File: src/rtl/mem_access_ctrl.sv
// SRAM access sequencer between the datapath MAR/MDR and a 16-bit asynchronous SRAM.
// Reads and writes use a programmable access length, and the strobes are Moore-decoded from the state.
module mem_access_ctrl #(
    parameter int unsigned WAIT_CYCLES = 2
) (
    input  logic        Clk,
    input  logic        Reset,
    input  logic        Req_Rd,
    input  logic        Req_Wr,
    input  logic [15:0] MAR,
    input  logic [15:0] MDR,
    input  logic [15:0] Data_from_SRAM,
    output logic [19:0] ADDR,
    output logic [15:0] Data_to_SRAM,
    output logic        Drive_En,
    output logic        CE_n,
    output logic        OE_n,
    output logic        WE_n,
    output logic        UB_n,
    output logic        LB_n,
    output logic [15:0] MDR_In,
    output logic        LD_MDR,
    output logic        MIO_EN,
    output logic        Busy,
    output logic        Done
);

    typedef enum logic [2:0] {
        IDLE     = 3'd0,
        RD_WAIT  = 3'd1,
        RD_LATCH = 3'd2,
        WR_SETUP = 3'd3,
        WR_PULSE = 3'd4,
        WR_HOLD  = 3'd5
    } state_t;

    localparam logic [3:0] WAIT_LOAD = 4'(WAIT_CYCLES);

    state_t      state_r;
    state_t      state_s;
    logic [3:0]  cnt_r;
    logic [15:0] addr_r;
    logic [15:0] data_r;
    logic [15:0] mdr_in_r;

    // State register
    always_ff @(posedge Clk or negedge Reset) begin
        if (!Reset) begin
            state_r <= IDLE;
        end else begin
            state_r <= state_s;
        end
    end

    // Address/data latches, access counter and read-data capture
    always_ff @(posedge Clk or negedge Reset) begin
        if (!Reset) begin
            cnt_r    <= 4'd0;
            addr_r   <= 16'h0000;
            data_r   <= 16'h0000;
            mdr_in_r <= 16'h0000;
        end else begin
            case (state_r)
                IDLE: begin
                    if (Req_Rd) begin
                        addr_r <= MAR;
                        cnt_r  <= WAIT_LOAD;
                    end else if (Req_Wr) begin
                        addr_r <= MAR;
                        data_r <= MDR;
                    end
                end
                RD_WAIT: begin
                    cnt_r <= cnt_r - 4'd1;
                    if (cnt_r == 4'd1) begin
                        mdr_in_r <= Data_from_SRAM;
                    end
                end
                WR_SETUP: cnt_r <= WAIT_LOAD;
                WR_PULSE: cnt_r <= cnt_r - 4'd1;
                default: ;
            endcase
        end
    end

    // Next-state logic; a read wins over a simultaneous write request
    always_comb begin
        state_s = state_r;
        case (state_r)
            IDLE: begin
                if (Req_Rd) begin
                    state_s = RD_WAIT;
                end else if (Req_Wr) begin
                    state_s = WR_SETUP;
                end else begin
                    state_s = IDLE;
                end
            end
            RD_WAIT: begin
                if (cnt_r == 4'd1) begin
                    state_s = RD_LATCH;
                end else begin
                    state_s = RD_WAIT;
                end
            end
            RD_LATCH: state_s = IDLE;
            WR_SETUP: state_s = WR_PULSE;
            WR_PULSE: begin
                if (cnt_r == 4'd1) begin
                    state_s = WR_HOLD;
                end else begin
                    state_s = WR_PULSE;
                end
            end
            WR_HOLD: state_s = IDLE;
            default: state_s = IDLE;
        endcase
    end

    // Moore strobe decode; OE_n and Drive_En are never active together
    always_comb begin
        CE_n     = 1'b1;
        OE_n     = 1'b1;
        WE_n     = 1'b1;
        UB_n     = 1'b1;
        LB_n     = 1'b1;
        Drive_En = 1'b0;
        LD_MDR   = 1'b0;
        MIO_EN   = 1'b0;
        Done     = 1'b0;
        case (state_r)
            IDLE: ;
            RD_WAIT: begin
                CE_n = 1'b0;
                OE_n = 1'b0;
                UB_n = 1'b0;
                LB_n = 1'b0;
            end
            RD_LATCH: begin
                CE_n   = 1'b0;
                OE_n   = 1'b0;
                UB_n   = 1'b0;
                LB_n   = 1'b0;
                LD_MDR = 1'b1;
                MIO_EN = 1'b1;
                Done   = 1'b1;
            end
            WR_SETUP: begin
                CE_n     = 1'b0;
                UB_n     = 1'b0;
                LB_n     = 1'b0;
                Drive_En = 1'b1;
            end
            WR_PULSE: begin
                CE_n     = 1'b0;
                UB_n     = 1'b0;
                LB_n     = 1'b0;
                WE_n     = 1'b0;
                Drive_En = 1'b1;
            end
            WR_HOLD: begin
                CE_n     = 1'b0;
                UB_n     = 1'b0;
                LB_n     = 1'b0;
                Drive_En = 1'b1;
                Done     = 1'b1;
            end
            default: ;
        endcase
    end

    assign Busy         = (state_r != IDLE);
    assign ADDR         = {4'h0, addr_r};
    assign Data_to_SRAM = data_r;
    assign MDR_In       = mdr_in_r;

endmodule

File: config.mk
export PLATFORM = sky130hd
export DESIGN_NAME = mem_access_ctrl
export DESIGN_NICKNAME = d
export VERILOG_FILES = /design/src/rtl/mem_access_ctrl.sv
export SDC_FILE = /design/constraint.sdc
export NUM_CORES = 1
export LEC_CHECK = 0
export BUFFER_PORTS_ARGS = -buffer_cell sky130_fd_sc_hd__buf_2
export CORE_MARGIN = 2
export CORE_UTILIZATION = 42
export DETAILED_ROUTE_END_ITERATION = 10
export PLACE_DENSITY = 0.77
export SYNTH_ARGS = -nofsm -noshare
export SYNTH_HDL_FRONTEND = slang
export SYNTH_SLANG_ARGS = --single-unit
File: constraint.sdc
create_clock -name Clk -period 1.6 [get_ports Clk]
set_input_delay 0.08 -clock Clk [delete_from_list [all_inputs] [get_ports Clk]]
set_output_delay 0.08 -clock Clk [all_outputs]
set_load 0.05 [all_outputs]
==> results_dict.tcl <==
set metrics [dict create \
    globalplace.congestion 0.803 \
    hp-class "in -> reg" \
    start_util 0.441 \
    critical_path_class "reg -> reg" \
    synth-main-ff-cell "dfrtp_1" \
    rsz0062_at_grt "yes" \
    worstPathRequired_ps 1800 \
    yosys_warnings 0 \
    grt_max_degree 56 \
    syn_area_um2 2470 \
    synth_top_area_share 0.557 \
    synth.most_common_cell "dfrtp_1" \
    yosys-top-cells-area "dfrtp_1, mux2_2, mux2_4, buf_4, buf_6" \
    finalCritPeriodShare 0.994 \
    grt_pass1_wl_um 8940 \
    finalCriticalPeriod_ps 1590 \
    fp-row-count 27 \
    ys_ff_latch 55 \
    finalHoldViolCount 0 \
    drive_above_1_share 0.606 \
    diodes 0 \
    cts.sinks 55 \
    crit_chain "buf_4 -> nor3_4 -> o21a_2 -> clkbuf_16 -> mux2_2" \
    wl_um 5930 \
    crit_start "state_r[1]" \
    r2r_cells 5 \
    die_h_um 80.7 \
    avgSynthCellArea_um2 14.2 \
    cp.depth 5 \
    grt_pass1_vias 1909 \
    min_path_cells 2 \
    fin_worst_skew_ps 9.13 \
    endpoint_kind "register" \
    yosysSeqAreaShare 0.557 \
    clock_latency_ps 300 \
    drcViolationCount 0 \
    r2r_start "state_r[1]" \
    worstReg2RegEnd "addr_r[6]" \
    synth_cells 174 \
    drtAntennaViolNets 0 \
    maxCapViolCount 0 \
    dp_hpwl_um 3910 \
    path_clk_slew_ps 100 \
    drtPass1Iterations 4 \
    antenna_found_initial 0 \
    fin_nets 368 \
    slew_viol_final 0 \
    synth_edf_count 0 \
    ctsHtreeMaxLevel 2 \
    crit_fanout 8 \
    cp.arrival_ps 1790 \
    syn_to_final_growth_pct 44.8 \
    dieArea_um2 6520 \
    setup_viol 0 \
    hold_start "Data_from_SRAM[0]" \
    cts-buffers-inserted 5 \
    whs_ps 6.66 \
    place_area_um2 3130 \
    slowest_stage "dfrtp_2" \
    cp_num_buf_inv 2 \
    status "finished clean" \
    final_cell_area_um2 3580 \
    gr-usage-all-layers 0.179 \
    crit_family "flip-flops" \
    async_reset_ff_frac 1.00 \
    yosysTopAreaCell "dfrtp_1" \
    final_util 0.638 \
    slowest_delay_ps 410 \
    drtIter0Drc 59 \
    gr-total-overflow 0 \
    io_buffers 109 \
    clk_path_buf_depth 2 \
    ios 114 \
    max_freq_mhz 629 \
    cts_root_buffer "clkbuf_8" \
    startpoint_type "register" \
    tritoncts "built" \
    synth_cell_types 40 \
    avgViaCountPerCell 4.87 \
    die_w_um 80.7 \
    endpoint "addr_r[6]" \
    r2r_setup_slack_ps 10 \
    core_area_um2 5610 \
    via_count 1885 \
    synth_top_cells_by_count "dfrtp_1, mux2_2, buf_4, mux2_4" \
    avgRoutedWirePerCell_um 15.3 \
]
## per-stage QoR
step | worst slack (ps) | cells | TNS, ps
floorplan | 35.8 | 177 | 0
finish | 9.96 | 387 | 0
detailed placement | 84.0 | 354 | 0
CTS | 1.56 | 381 | 0
global placement | 137 | 354 | 0
global route | -52.2 | 387 | -809
## area by class of cell
type | instances | area [µm²]
timing repair buffer | 145 | 953
sequential | 55 | 1380
clock buffer | 6 | 72.6
clock inverter | 2 | 60.1
inverter | 5 | 18.8
tap | 72 | 90.1
multi-input combinational | 102 | 1010
fill | 466 | 2030
## cell usage in the layout (no fill, tap or decap), types with 2 or more instances in the layout
cell	count
buf_2	103
dfrtp_1	54
mux2_2	34
dlygate4sd3_1	21
mux2_4	14
buf_4	12
clkbuf_8	5
inv_1	4
nand2_1	4
nor2b_1	4
conb_1	4
buf_6	4
nor2_1	3
buf_12	3
mux2i_1	2
a21o_1	2
nand2b_1	2
a22oi_1	2
a221oi_1	2
ha_1	2
bufinv_16	2
## state kept, by name (all words and copies together) (netlist names)
register and cells:
addr_r 16, MDR_In 16, cnt_r 4, state_r 3, Data_to_SRAM 16
## routing by layer
layer / GRT usage / part of all wire
met2: 0.322 / 0.52
met1: 0.217 / 0.42
met4: 0.0576 / 0.012
met3: 0.0326 / 0.046
met5: 0 / 0
## kinds of logic after synthesis
| kind of cell | after synthesis | synth area share |
|---|---|---|
| AO/OA/AOI/OAI | 18 | 0.0547 |
| AND/OR/NAND/NOR | 28 | 0.0830 |
| buffers and inverters | 20 | 0.0536 |
| multiplexers | 50 | 0.240 |
| other | 1 | 0.00152 |
| flip-flops | 55 | 0.557 |
| adder cells (fa/ha/maj) | 2 | 0.0101 |
## worst min path at each step
stage / slack, ps / end
after floorplan: -220 / Data_to_SRAM[0]
after global placement: 100 / addr_r[3]
after detailed placement: 100 / addr_r[15]
after CTS: 0.2 / Data_to_SRAM[4]
after global routing: 0.02 / Data_to_SRAM[3]
final: 7 / MDR_In[0]
## worst register-to-register path: stages (launching register included)
cell and delay, ps:
dfrtp_2 410, buf_4 160, nor3_4 200, o21a_2 220, clkbuf_16 170, mux2_2 330
## what timing repair did
| action | in CTS | in global routing |
|---|---|---|
| endpoints found under the hold margin | 71 | 4 |
| gates cloned | 0 | 1 |
| endpoints found under the setup margin | 4 | 25 |
| buffers inserted | 2 | 1 |
| hold buffers | 17 | 4 |
| gates resized for setup | 5 | 19 |
| pin swaps | 1 | 2 |
Power is not shown: default switching activity piles up to over one toggle a cycle in this logic, so the estimate is an artifact.
